==> src/rtl/lcd_pkg.sv <==
// Shared LCD definitions: line width, blank image and arbiter states.
// Used by the arbiter, the LCD nibble driver and client blocks.
package lcd_pkg;
    localparam int LINE_BITS = 128;
    localparam logic [LINE_BITS-1:0] BLANK_LINE = {16{8'h20}};

    typedef enum logic [2:0] {
        ST_BLANK,
        ST_IDLE,
        ST_START,
        ST_WAIT_BUSY,
        ST_WAIT_DONE,
        ST_HOLD
    } arb_state_e;
endpackage

==> src/rtl/lcd_display_arbiter_if.sv <==
// Write handshake between the display arbiter (master)
// and the LCD nibble driver (slave).
interface lcd_display_arbiter_if;
    import lcd_pkg::*;

    logic                 drv_start;
    logic [LINE_BITS-1:0] drv_first_line;
    logic [LINE_BITS-1:0] drv_second_line;
    logic                 drv_busy;
    logic                 drv_done;

    modport master (
        output drv_start,
        output drv_first_line,
        output drv_second_line,
        input  drv_busy,
        input  drv_done
    );

    modport slave (
        input  drv_start,
        input  drv_first_line,
        input  drv_second_line,
        output drv_busy,
        output drv_done
    );
endinterface

==> src/rtl/rr_arbiter.sv <==
// Combinational round-robin pick: first set request at or
// above the pointer, wrapping; the pointer register lives outside.
module rr_arbiter #(
    parameter int NUM_REQ = 4
) (
    input  logic [NUM_REQ-1:0]         req_i,
    input  logic [$clog2(NUM_REQ)-1:0] ptr_i,
    output logic                       any_o,
    output logic [$clog2(NUM_REQ)-1:0] idx_o,
    output logic [NUM_REQ-1:0]         onehot_o
);
    localparam int IW = $clog2(NUM_REQ);

    logic found;

    always_comb begin
        any_o    = |req_i;
        idx_o    = '0;
        onehot_o = '0;
        found    = 1'b0;
        for (int k = 0; k < NUM_REQ; k++) begin
            if (!found && req_i[(int'(ptr_i) + k) % NUM_REQ]) begin
                found = 1'b1;
                idx_o = IW'((int'(ptr_i) + k) % NUM_REQ);
                onehot_o[(int'(ptr_i) + k) % NUM_REQ] = 1'b1;
            end
        end
    end
endmodule

==> src/rtl/lcd_display_arbiter.sv <==
// Shares one 2x16 LCD write engine between NUM_REQ clients:
// blank on reset, round-robin grant, write, then hold the image.
module lcd_display_arbiter
    import lcd_pkg::*;
#(
    parameter int NUM_REQ        = 4,
    parameter int HOLD_CYCLES    = 50_000_000,
    parameter int TIMEOUT_CYCLES = 200_000_000
) (
    input  logic                           clk,
    input  logic                           rst,
    input  logic [NUM_REQ-1:0]             req_i,
    input  logic [NUM_REQ*LINE_BITS-1:0]   req_first_line_i,
    input  logic [NUM_REQ*LINE_BITS-1:0]   req_second_line_i,
    output logic [NUM_REQ-1:0]             grant_o,
    output logic [$clog2(NUM_REQ)-1:0]     owner_o,
    output logic                           owner_valid_o,
    output logic                           err_timeout_o,
    lcd_display_arbiter_if.master          drv
);
    localparam int IW = $clog2(NUM_REQ);
    localparam int HW = $clog2(HOLD_CYCLES + 1);
    localparam int TW = $clog2(TIMEOUT_CYCLES + 1);

    arb_state_e           state_q, state_d;
    logic [NUM_REQ-1:0]   grant_q, grant_d;
    logic [IW-1:0]        owner_q, owner_d;
    logic                 ov_q, ov_d;
    logic                 start_q, start_d;
    logic [LINE_BITS-1:0] l1_q, l1_d;
    logic [LINE_BITS-1:0] l2_q, l2_d;
    logic [IW-1:0]        ptr_q, ptr_d;
    logic                 err_q, err_d;
    logic [TW-1:0]        tmo_q, tmo_d;
    logic [HW-1:0]        hold_q, hold_d;
    logic                 blank_q, blank_d;

    logic                 any;
    logic [IW-1:0]        win;
    logic [NUM_REQ-1:0]   win_oh;
    logic                 waiting;
    logic                 tmo_last;

    rr_arbiter #(.NUM_REQ(NUM_REQ)) u_rr (
        .req_i    (req_i),
        .ptr_i    (ptr_q),
        .any_o    (any),
        .idx_o    (win),
        .onehot_o (win_oh)
    );

    assign waiting  = (state_q == ST_WAIT_BUSY) || (state_q == ST_WAIT_DONE);
    // Expiry flagged one count early so err lands TIMEOUT cycles after start.
    assign tmo_last = (tmo_q == TW'(TIMEOUT_CYCLES - 2));

    always_ff @(posedge clk) begin
        if (rst) begin
            state_q <= ST_BLANK;
            grant_q <= '0;
            owner_q <= '0;
            ov_q    <= 1'b0;
            start_q <= 1'b0;
            l1_q    <= BLANK_LINE;
            l2_q    <= BLANK_LINE;
            ptr_q   <= '0;
            err_q   <= 1'b0;
            tmo_q   <= '0;
            hold_q  <= '0;
            blank_q <= 1'b0;
        end else begin
            state_q <= state_d;
            grant_q <= grant_d;
            owner_q <= owner_d;
            ov_q    <= ov_d;
            start_q <= start_d;
            l1_q    <= l1_d;
            l2_q    <= l2_d;
            ptr_q   <= ptr_d;
            err_q   <= err_d;
            tmo_q   <= tmo_d;
            hold_q  <= hold_d;
            blank_q <= blank_d;
        end
    end

    always_comb begin
        state_d = state_q;
        unique case (state_q)
            ST_BLANK: state_d = ST_WAIT_BUSY;
            ST_IDLE:  if (any) state_d = ST_START;
            ST_START: state_d = ST_WAIT_BUSY;
            ST_WAIT_BUSY, ST_WAIT_DONE: begin
                if (drv.drv_done)
                    state_d = blank_q ? ST_IDLE : ST_HOLD;
                else if (tmo_last)
                    state_d = ST_IDLE;
                else if (state_q == ST_WAIT_BUSY && drv.drv_busy)
                    state_d = ST_WAIT_DONE;
            end
            ST_HOLD:  if (hold_q == '0) state_d = ST_IDLE;
            default:  state_d = ST_BLANK;
        endcase
    end

    always_comb begin
        grant_d = '0;
        start_d = 1'b0;
        owner_d = owner_q;
        ov_d    = ov_q;
        l1_d    = l1_q;
        l2_d    = l2_q;
        ptr_d   = ptr_q;
        err_d   = err_q;
        tmo_d   = '0;
        hold_d  = hold_q;
        blank_d = blank_q;
        if (state_q == ST_BLANK) begin
            start_d = 1'b1;
            blank_d = 1'b1;
        end
        if (state_q == ST_IDLE && any) begin
            l1_d    = req_first_line_i[int'(win)*LINE_BITS +: LINE_BITS];
            l2_d    = req_second_line_i[int'(win)*LINE_BITS +: LINE_BITS];
            grant_d = win_oh;
            owner_d = win;
            ov_d    = 1'b1;
            start_d = 1'b1;
            blank_d = 1'b0;
            ptr_d   = (int'(win) == NUM_REQ - 1) ? '0 : win + 1'b1;
        end
        if (waiting) begin
            if (drv.drv_done) begin
                if (!blank_q) hold_d = HW'(HOLD_CYCLES - 1);
            end else if (tmo_last) begin
                err_d = 1'b1;
            end else begin
                tmo_d = tmo_q + 1'b1;
            end
        end
        if (state_q == ST_HOLD && hold_q != '0)
            hold_d = hold_q - 1'b1;
    end

    assign grant_o             = grant_q;
    assign owner_o             = owner_q;
    assign owner_valid_o       = ov_q;
    assign err_timeout_o       = err_q;
    assign drv.drv_start       = start_q;
    assign drv.drv_first_line  = l1_q;
    assign drv.drv_second_line = l2_q;
endmodule

==> src/flat_wrapper.sv <==
// flat-port wrapper written by rule: the top's interface ports become plain ports
module lcd_display_arbiter_flat import lcd_pkg::*;
#(
    parameter int NUM_REQ        = 4,
    parameter int HOLD_CYCLES    = 50_000_000,
    parameter int TIMEOUT_CYCLES = 200_000_000
)
  (clk, rst, req_i, req_first_line_i, req_second_line_i, grant_o, owner_o, owner_valid_o, err_timeout_o, drv_drv_start, drv_drv_first_line, drv_drv_second_line, drv_drv_busy, drv_drv_done);
  lcd_display_arbiter_if drv_i ();
  input  logic clk;
  input  logic rst;
  input  logic [NUM_REQ-1:0] req_i;
  input  logic [NUM_REQ*LINE_BITS-1:0] req_first_line_i;
  input  logic [NUM_REQ*LINE_BITS-1:0] req_second_line_i;
  output logic [NUM_REQ-1:0] grant_o;
  output logic [$clog2(NUM_REQ)-1:0] owner_o;
  output logic owner_valid_o;
  output logic err_timeout_o;
  output wire logic [$bits(drv_i.drv_start)-1:0] drv_drv_start;
  output wire logic [$bits(drv_i.drv_first_line)-1:0] drv_drv_first_line;
  output wire logic [$bits(drv_i.drv_second_line)-1:0] drv_drv_second_line;
  input wire logic [$bits(drv_i.drv_busy)-1:0] drv_drv_busy;
  input wire logic [$bits(drv_i.drv_done)-1:0] drv_drv_done;
  assign drv_drv_start = drv_i.drv_start;
  assign drv_drv_first_line = drv_i.drv_first_line;
  assign drv_drv_second_line = drv_i.drv_second_line;
  assign drv_i.drv_busy = drv_drv_busy;
  assign drv_i.drv_done = drv_drv_done;
  lcd_display_arbiter #(.NUM_REQ(NUM_REQ), .HOLD_CYCLES(HOLD_CYCLES), .TIMEOUT_CYCLES(TIMEOUT_CYCLES)) u_core (.clk(clk), .rst(rst), .req_i(req_i), .req_first_line_i(req_first_line_i), .req_second_line_i(req_second_line_i), .grant_o(grant_o), .owner_o(owner_o), .owner_valid_o(owner_valid_o), .err_timeout_o(err_timeout_o), .drv(drv_i));
endmodule
==> config.mk <==
export PLATFORM = sky130hd
export DESIGN_NAME = lcd_display_arbiter_flat
export DESIGN_NICKNAME = d
export VERILOG_FILES = /design/src/rtl/lcd_pkg.sv /design/src/rtl/lcd_display_arbiter_if.sv /design/src/rtl/rr_arbiter.sv /design/src/rtl/lcd_display_arbiter.sv /design/src/flat_wrapper.sv
export SDC_FILE = /design/constraint.sdc
export NUM_CORES = 1
export LEC_CHECK = 0
export CAP_MARGIN = 20
export CORE_AREA = 5 5 500 502
export DETAILED_ROUTE_END_ITERATION = 10
export DIE_AREA = 0 0 505 507
export GPL_ROUTABILITY_DRIVEN = 0
export PLACE_DENSITY_LB_ADDON = 0.12
export SYNTH_ARGS = -nofsm -noshare
export SYNTH_HDL_FRONTEND = slang
export SYNTH_HIERARCHICAL = 1
export SYNTH_SLANG_ARGS = --single-unit
==> constraint.sdc <==
create_clock -name clk -period 10.5 [get_ports clk]
set_clock_uncertainty 0.1 [all_clocks]
set_input_delay 1.575 -clock clk [delete_from_list [all_inputs] [get_ports clk]]
set_output_delay 1.575 -clock clk [all_outputs]
set_load 0.1 [all_outputs]
==> impl_metrics.env, run 1 <==
export IMPL_crit_slowest_cell="or4_1"
export IMPL_critPathLaunchType="primary input"
export IMPL_arrival_ns=5.62
export IMPL_cts_buffers=57
export IMPL_hold_viol_final=0
export IMPL_crit_path_cell_trace="clkdlybuf4s50_1 -> or4_1 -> a31oi_4 -> buf_4 -> buf_4 -> a22o_1"
export IMPL_crit_required_ns=11.03
export IMPL_wire_per_inst_microns=33.98
export IMPL_grt_overflow_total=0
export IMPL_powerDensity_nw_per_um2=264.4
export IMPL_drive_above_1_share_pct=17.47
export IMPL_grt_total_usage_pct=14.85
export IMPL_min_delay_start="u_core/drv.drv_first_line[80]$_SDFFE_PP0P_"
export IMPL_cts_clk_slew_worst_paths_ns=0.06
export IMPL_relSlewSlack_pct=20.45
export IMPL_dp_slack_ns=4.602
export IMPL_hold_path_depth=1
export IMPL_fin_crit_sh_pct=48.46
export IMPL_area_growth_pct=108.5
export IMPL_synth_edf_count=0
export IMPL_cts_hold_buffers=0
export IMPL_endpoint_kind="flip-flop"
export IMPL_syn_area_sq_um=17250
export IMPL_nets=3575
export IMPL_htree_levels=2
export IMPL_grt_start_max_net_pins=127
export IMPL_die_h_microns=507
export IMPL_cts_tree="done"
export IMPL_core_area_sq_um=244800
export IMPL_fin_util_pct=14.69
export IMPL_post_synth_num_cell_types=61
export IMPL_grt_pass1_wl_microns=244300
export IMPL_drc_errors=0
export IMPL_ios=1297
export IMPL_finalPower_mw=9.508
export IMPL_setup_ws_ns=5.411
export IMPL_yosysTopAreaCell="dfxtp_1"
export IMPL_cpMostUsedCell="buf_4"
export IMPL_p_leak_nw=11.69
export IMPL_hold_path_class="flip-flop to flip-flop"
export IMPL_peakVddDrop_mv=0.3255
export IMPL_grt_pass1_vias=19761
export IMPL_clockBufferDepth=3
export IMPL_ctsResizeCount=0
export IMPL_timing_final_crit_period_ns=5.089
export IMPL_r2r_start="u_core/ptr_q[0]$_SDFFE_PP0P_"
export IMPL_root_buffer="clkbuf_16"
export IMPL_wl_microns=198400
export IMPL_setup_viol=0
export IMPL_synthCells=1297
export IMPL_die_width_microns=505
export IMPL_start_util_pct=7.047
export IMPL_path_class="primary input to flip-flop"
export IMPL_final_common_cell="clkdlybuf4s50_1"
export IMPL_worstSkewPairLatency_ns=0.69
export IMPL_timing_worst_slew_pin_value_ns=1.193
export IMPL_async_reset_ff_share_pct=0
export IMPL_filler_cell_count=27241
export IMPL_fin_tns_setup_ns=0
export IMPL_routed_via_density=3.225
export IMPL_vias=18833
export IMPL_synth_area_top_cells="dfxtp_1 38%, mux4_2 34%, a22o_1 12%"
export IMPL_r2r_end="u_core/drv.drv_first_line[10]$_SDFFE_PP0P_"
export IMPL_outcome="finished, final reports clean"
export IMPL_die_area_sq_um=256000
export IMPL_drv_cap=0
export IMPL_layoutNonFillerInstCount=5840
export IMPL_io_buffers=1296
export IMPL_dr_first_iter_drc_count=1291
export IMPL_synth_top_area_share_pct=37.71
export IMPL_clock_sinks=325
export IMPL_num_rows=182
export IMPL_synth_main_ff_cell="dfxtp_1"
export IMPL_antenna_found_initial=231
export IMPL_ys_seq_elements=325
export IMPL_layout_common_cells="1238 x clkdlybuf4s50_1, 325 x dfxtp_1, 259 x mux4_2"
export IMPL_r2r_slack_ns=5.52
export IMPL_cpPeakStageDelay_ns=0.92
export IMPL_rsz0062_at_grt="false"
export IMPL_dpl_hpwl_microns=169700
export IMPL_critPathMaxFanout=49
export IMPL_numPlacedInstances=5695
export IMPL_post_cts_setup_buffers=0
export IMPL_synth_fp_nets=2338
export IMPL_ys_seq_area_share_pct=37.71
export IMPL_ys_warn_count=6
export IMPL_whs_endpoint="u_core/drv.drv_first_line[80]$_SDFFE_PP0P_"
export IMPL_fmax_mhz=196.5
export IMPL_reg2reg_depth=11
export IMPL_antenna_left=0
export IMPL_synth_area_per_cell_sq_um=13.30
export IMPL_first_pass_iters=5
export IMPL_slew_violations=0
==> cell type report <==
type,instances,area [sq um],area share (%)
clock inverter,20,275.3,0.7654
tap,3220,4029,11.20
clock buffer,86,1697,4.718
inverter,18,67.56,0.1879
antenna,39,97.59,0.2714
timing repair buffer,1317,13100,36.43
multi-input combinational,815,10190,28.33
sequential,325,6506,18.09
==> cell families after synthesis <==
logic type      Yosys count  synth area share [%]
simple gates            171                 5.664
mux                     269                 34.52
xor+xnor                 27                 1.371
compound gates          339                 16.51
fa+ha+maj                 9                0.6528
flops                   325                 37.71
buf+inv                 157                 3.568
==> registers in the layout (all words and copies together) (netlist names) <==
signal	count
u_core/owner_o	2
u_core/err_timeout_o	1
u_core/drv.drv_start	1
u_core/drv.drv_second_line	128
u_core/drv.drv_first_line	128
u_core/hold_q	26
u_core/ptr_q	2
u_core/tmo_q	28
u_core/blank_q	1
u_core/grant_o	4
u_core/owner_valid_o	1
u_core/state_q	3
==> through the flow <==
step,instance area (sq um),hold slack (ns)
2_1_floorplan,17250,0.3410
3_3_place_gp,33850,0.3556
3_5_place_dp,33890,0.3598
4_1_cts,35860,0.3753
5_1_grt,35870,0.3921
6_report,35960,0.3746
==> power breakdown <==
| part | total [mW] | internal (mW) | switching (mW) | leakage (nW) |
|---|---|---|---|---|
| clock | 2.05 | 1.23 | 0.816 | 0.955 |
| combinational | 5.75 | 2.15 | 3.60 | 8.09 |
| sequential | 1.71 | 1.49 | 0.216 | 2.65 |
| total | 9.51 | 4.87 | 4.63 | 11.7 |
==> synth_stat cells (4+ instances only) <==
| master | count |
|---|---|
| a211oi_1 | 17 |
| a21oi_1 | 9 |
| a22o_1 | 228 |
| a22oi_1 | 8 |
| a311oi_1 | 15 |
| and2_1 | 5 |
| and4_1 | 5 |
| buf_1 | 27 |
| buf_2 | 9 |
| clkbuf_1 | 100 |
| dfxtp_1 | 325 |
| ha_1 | 9 |
| inv_1 | 17 |
| mux2_2 | 5 |
| mux2i_1 | 4 |
| mux4_2 | 259 |
| nand2_1 | 16 |
| nand2b_1 | 5 |
| nand3_1 | 9 |
| nand4_1 | 7 |
| nor2_1 | 52 |
| nor3_1 | 18 |
| nor3b_1 | 6 |
| nor4_1 | 15 |
| o21ai_0 | 4 |
| o21ai_1 | 6 |
| o22a_1 | 32 |
| or4_1 | 8 |
| xnor2_1 | 24 |
==> critical path, delay by kind of cell <==
| kind | cells | cell delay, ns |
|---|---|---|
| buffers and inverters | 3 | 1.85 |
| AO/OA/AOI/OAI | 2 | 1.09 |
| AND/OR/NAND/NOR | 1 | 0.92 |
==> per-layer routing <==
layer  vias up  wire length (microns)  global-route usage (%)  part of all wire (%)
li1       7968                      -                       -                     -
met4       130                   2863                   1.776                   1.4
met1      9283                  70310                   15.46                    35
met2      1115                  99870                   26.58                    50
met5         -                    843                       0                  0.42
met3       337                  24560                   8.572                    12
==> worst max-delay path by stage <==
stage                                                             end  depth (start not counted)  slack [ns]                         start
after floorplan            u_core/drv.drv_first_line[44]$_SDFFE_PP0P_                          8        5.97                      req_i[3]
after global placement      u_core/drv.drv_first_line[6]$_SDFFE_PP0P_                          6        4.64                      req_i[3]
after detailed placement    u_core/drv.drv_first_line[4]$_SDFFE_PP0P_                          6        4.60                      req_i[3]
after CTS                  u_core/drv.drv_first_line[10]$_SDFFE_PP0P_                          6        5.38                      req_i[3]
after global routing       u_core/drv.drv_first_line[62]$_SDFFE_PP0P_                         10        5.25  u_core/ptr_q[0]$_SDFFE_PP0P_
final                     u_core/drv.drv_second_line[99]$_SDFFE_PP0P_                          6        5.41                      req_i[3]
Power figures use the tool's default switching activity.
==> run 2: changes to the inputs <==
- clock period: 10.5 -> 4.6 ns (I/O delays scaled with it)
==> impl_metrics.env, run 2 (synthesis results as in run 1) <==
export IMPL_peakVddDrop_mv=0.2748
export IMPL_layoutNonFillerInstCount=5891
export IMPL_powerDensity_nw_per_um2=597.2
export IMPL_arrival_ns=4.08
export IMPL_worstSkewPairLatency_ns=0.67
export IMPL_die_area_sq_um=256000
export IMPL_hold_path_class="flip-flop to flip-flop"
export IMPL_crit_family="multiplexers"
export IMPL_ios=1297
export IMPL_final_common_cell="clkdlybuf4s50_1"
export IMPL_p_leak_nw=11.95
export IMPL_filler_cell_count=27228
export IMPL_grt_pass1_vias=20094
export IMPL_timing_worst_slew_pin_value_ns=1.218
export IMPL_htree_levels=2
export IMPL_hold_viol_final=0
export IMPL_wire_per_inst_microns=33.85
export IMPL_crit_slowest_cell="ha_1"
export IMPL_drc_errors=0
export IMPL_path_class="flip-flop to flip-flop"
export IMPL_critPathLaunchType="flip-flop"
export IMPL_grt_pass1_wl_microns=245900
export IMPL_fin_crit_sh_pct=78.81
export IMPL_drive_above_1_share_pct=18.73
export IMPL_rsz0062_at_grt="false"
export IMPL_io_buffers=1296
export IMPL_die_h_microns=507
export IMPL_clock_sinks=325
export IMPL_critPathMaxFanout=37
export IMPL_grt_overflow_total=0
export IMPL_vias=18919
export IMPL_numPlacedInstances=5740
export IMPL_grt_total_usage_pct=14.93
export IMPL_finalPower_mw=21.76
export IMPL_drv_cap=0
export IMPL_multi_input_area_sq_um=10190
export IMPL_cts_hold_buffers=0
export IMPL_clockBufferDepth=3
export IMPL_place_area_sq_um=34470
export IMPL_cts_tree="done"
export IMPL_cts_clk_slew_worst_paths_ns=0.05
export IMPL_crit_required_ns=5.06
export IMPL_antenna_found_initial=221
export IMPL_outcome="finished, final reports clean"
export IMPL_grt_start_max_net_pins=69
export IMPL_first_pass_iters=7
export IMPL_nets=3618
export IMPL_start_util_pct=7.047
export IMPL_cts_buffers=55
export IMPL_crit_path_cell_trace="inv_1 -> ha_1 -> mux4_2 -> nor2b_4 -> o21ai_1 -> and3_1 -> o22ai_4 -> buf_12 -> buf_4 -> mux4_2 -> a22o_1"
export IMPL_dpl_hpwl_microns=174800
export IMPL_relSlewSlack_pct=18.57
export IMPL_dr_first_iter_drc_count=1202
export IMPL_post_cts_setup_buffers=0
export IMPL_antenna_left=0
export IMPL_seq_area_sq_um=6506
export IMPL_root_buffer="clkbuf_16"
export IMPL_final_area_sq_um=36440
export IMPL_wl_microns=199400
export IMPL_die_width_microns=505
export IMPL_cpMostUsedCell="mux4_2"
export IMPL_area_growth_pct=111.2
export IMPL_fmax_mhz=275.9
export IMPL_setup_viol=0
export IMPL_routed_via_density=3.212
export IMPL_ctsResizeCount=0
export IMPL_fin_tns_setup_ns=0
export IMPL_path_buf_inv=3
export IMPL_layout_common_cells="1235 x clkdlybuf4s50_1, 325 x dfxtp_1, 259 x mux4_2"
export IMPL_timing_final_crit_period_ns=3.625
export IMPL_cpPeakStageDelay_ns=0.49
export IMPL_num_rows=182
export IMPL_slew_violations=0
export IMPL_core_area_sq_um=244800
export IMPL_endpoint_kind="flip-flop"
==> run 2: final cells by class <==
cell class	instances	share of cell area, %
inverters	18	0.1854
multi-input cells	815	27.96
well taps	3220	11.06
clock inverters	15	0.5974
repair buffers	1362	37.53
flip-flops and latches	325	17.85
diodes	50	0.3433
clock buffers	86	4.480
==> run 2: worst min-delay path: stages, from the launching register on <==
cell,delay (ns)
dfxtp_1,0.33
nor2_1,0.05
nor2_1,0.07
==> run 2: power breakdown <==
part / leakage, nW / switching (mW) / total (mW) / internal (mW)
registers: 2.65 / 0.473 / 3.87 / 3.40
logic: 8.39 / 8.23 / 13.5 / 5.25
clock network: 0.906 / 1.76 / 4.41 / 2.65
total: 11.9 / 10.5 / 21.8 / 11.3
==> run 2: per-layer routing <==
metal  vias up  wire [microns]  part of all wire, %  GRT usage (%)
met1      9359           69660                   35          15.35
met4       136            3140                  1.6          2.285
li1       8067               -                    -              -
met3       314           25370                   13          8.879
met5         -             861                 0.43              0
met2      1043          100400                   50          26.53
==> run 2: through the flow <==
step | hold WS [ns] | worst slack, ns | utilization (%)
6_report | 0.3765 | 0.9750 | 14.89
3_5_place_dp | 0.3603 | 0.4557 | 14.08
5_1_grt | 0.3936 | 0.7931 | 14.84
3_3_place_gp | 0.3584 | 0.5218 | 14.06
4_1_cts | 0.3784 | 1.006 | 14.84
2_1_floorplan | 0.3410 | 0.7308 | -
==> run 2: final timing paths <==
check	from	end	slack (ns)	cells after the start
max	u_core/ptr_q[1]$_SDFFE_PP0P_	u_core/drv.drv_first_line[124]$_SDFFE_PP0P_	0.97	11
min	u_core/blank_q$_SDFFE_PP0P_	u_core/blank_q$_SDFFE_PP0P_	0.38	2
max reg2reg	u_core/ptr_q[1]$_SDFFE_PP0P_	u_core/drv.drv_first_line[124]$_SDFFE_PP0P_	0.97	11
min reg2reg	u_core/blank_q$_SDFFE_PP0P_	u_core/blank_q$_SDFFE_PP0P_	0.38	2
==> run 3: changes to the inputs <==
- clock period: 4.6 -> 3.2 ns (I/O delays scaled with it)
==> impl_metrics.env, run 3 (synthesis results as in run 1) <==
export IMPL_outcome="finished, final reports clean"
export IMPL_die_width_microns=505
export IMPL_die_area_sq_um=256000
export IMPL_r2r_slack_ns=0.12
export IMPL_intPower_mw=17.38
export IMPL_clock_sinks=325
export IMPL_hold_path_class="flip-flop to flip-flop"
export IMPL_start_util_pct=7.047
export IMPL_core_area_sq_um=244800
export IMPL_antenna_left=0
export IMPL_hold_viol_final=0
export IMPL_fmax_mhz=325.1
export IMPL_cts_tree="done"
export IMPL_num_rows=182
export IMPL_fin_util_pct=15.12
export IMPL_ios=1297
export IMPL_worstSkewPairLatency_ns=0.72
export IMPL_crit_required_ns=3.67
export IMPL_area_growth_pct=114.5
export IMPL_drive_above_1_share_pct=29.28
export IMPL_fin_crit_sh_pct=96.13
export IMPL_swShare_pct=46.55
export IMPL_filler_cell_count=27267
export IMPL_fin_hold_ws_ns=0.3767
export IMPL_vias=19315
export IMPL_root_buffer="clkbuf_16"
export IMPL_slew_violations=0
export IMPL_cts_hold_buffers=0
export IMPL_endpoint_kind="flip-flop"
export IMPL_drv_cap=0
export IMPL_setup_viol=0
export IMPL_finalPower_mw=32.52
export IMPL_rsz0062_at_grt="false"
export IMPL_relSlewSlack_pct=40.69
export IMPL_clockBufferDepth=3
export IMPL_p_leak_nw=12.88
export IMPL_grt_pass1_vias=20546
export IMPL_power_frac_clock_pct=20.4
export IMPL_grt_pass1_wl_microns=230900
export IMPL_hold_path_depth=1
export IMPL_layout_common_cells="1031 x clkdlybuf4s50_1, 350 x buf_4, 323 x dfxtp_1"
export IMPL_cts_buffers=56
export IMPL_wl_microns=184600
export IMPL_powerDensity_nw_per_um2=878.5
export IMPL_antenna_found_initial=172
export IMPL_timing_final_crit_period_ns=3.076
export IMPL_reg2reg_depth=12
export IMPL_nets=3703
export IMPL_dp_slack_ns=-0.4655
export IMPL_setup_ws_ns=0.1237
export IMPL_wire_per_inst_microns=31.00
export IMPL_htree_levels=2
export IMPL_critPathLaunchType="flip-flop"
export IMPL_dr_first_iter_drc_count=1291
export IMPL_seqPwrFrac_pct=17.0
export IMPL_die_h_microns=507
export IMPL_arrival_ns=3.55
export IMPL_first_pass_iters=5
export IMPL_final_common_cell="clkdlybuf4s50_1"
export IMPL_peakVddDrop_mv=0.3528
export IMPL_combPwrFrac_pct=62.7
export IMPL_critPathMaxFanout=8
export IMPL_grt_overflow_total=0
export IMPL_routed_via_density=3.242
export IMPL_cts_clk_slew_worst_paths_ns=0.06
export IMPL_timing_worst_slew_pin_value_ns=0.8896
export IMPL_path_class="flip-flop to flip-flop"
export IMPL_grt_total_usage_pct=13.67
export IMPL_power_switching_mw=15.14
export IMPL_dpl_hpwl_microns=158700
export IMPL_drc_errors=0
export IMPL_grt_start_max_net_pins=69
export IMPL_io_buffers=1296
run 3: changes by cell type in the layout (fill, tap and decap cells not counted), moves of 2 or more:
cell / before / now
clkbuf_8: 14 / 17
dfxtp_1: 325 / 323
inv_1: 17 / 15
buf_16: 1 / 3
diode_2: 50 / 32
clkdlybuf4s50_1: 1235 / 1031
buf_12: 28 / 46
inv_2: 1 / 3
clkbuf_1: 17 / 12
buf_4: 94 / 350
dfxtp_4: 0 / 2
buf_2: 4 / 2
buf_6: 0 / 9
clkbuf_16: 55 / 61
run 3: final timing paths:
check / end / startpoint
worst min register to register: u_core/drv.drv_first_line[65]$_SDFFE_PP0P_ / u_core/drv.drv_first_line[65]$_SDFFE_PP0P_
worst max-delay path: u_core/drv.drv_second_line[69]$_SDFFE_PP1P_ / u_core/ptr_q[1]$_SDFFE_PP0P_
worst max register to register: u_core/drv.drv_second_line[69]$_SDFFE_PP1P_ / u_core/ptr_q[1]$_SDFFE_PP0P_
worst min-delay path: u_core/drv.drv_first_line[65]$_SDFFE_PP0P_ / u_core/drv.drv_first_line[65]$_SDFFE_PP0P_
run 3: routing by layer:
| layer | share of wire [%] | global-route usage [%] | vias to the layer above |
|---|---|---|---|
| met5 | 0.26 | 0 | - |
| met4 | 2.4 | 2.590 | 76 |
| met3 | 11 | 6.335 | 335 |
| met2 | 49 | 24.08 | 1164 |
| met1 | 37 | 15.14 | 9526 |
| li1 | - | - | 8214 |
run 3: area by class of cell:
class	instances	area, sq um	share of cell area, %
Antenna cell	32	80.08	0.2164
Sequential cell	325	6514	17.60
Inverter	18	67.56	0.1825
Multi-Input combinational cell	815	10210	27.60
Clock inverter	16	240.2	0.6491
Timing Repair Buffer	1446	14190	38.33
Clock buffer	85	1680	4.540
Tap cell	3220	4029	10.89
run 3: critical path, cell delays in order (launching register included):
cell and delay [ns]:
dfxtp_4 0.38, inv_2 0.06, ha_4 0.28, mux4_2 0.36, nor2b_4 0.16, o21ai_2 0.07, o31ai_4 0.06, buf_4 0.15
buf_12 0.17, buf_16 0.18, clkbuf_16 0.20, mux4_2 0.52, o22a_1 0.18
run 3: power groups by stage:
stage	Clock [mW]	Combinational (mW)	Sequential (mW)
floorplan	0	7.88	10.9
global placement	0	20.3	5.59
detailed placement	0	20.2	5.59
CTS	7.04	20.3	5.53
global route	7.12	21.4	5.62
finish	6.62	20.4	5.52
run 3: per-stage QoR:
stage          area, sq um  setup TNS (ns)  cells
5_1_grt              36940               0   5929
4_1_cts              36730               0   5914
3_5_place_dp         34760          -96.22   5812
2_1_floorplan        17550               0   1297
3_3_place_gp         34760         -114.31   5812
6_report             37010               0   5957
run 3: timing repair:
action	in CTS	in global routing
endpoints found under the setup margin	144	138
pin swaps	1	5
gates cloned	0	5
resized for setup	9	10
buffers inserted	2	6
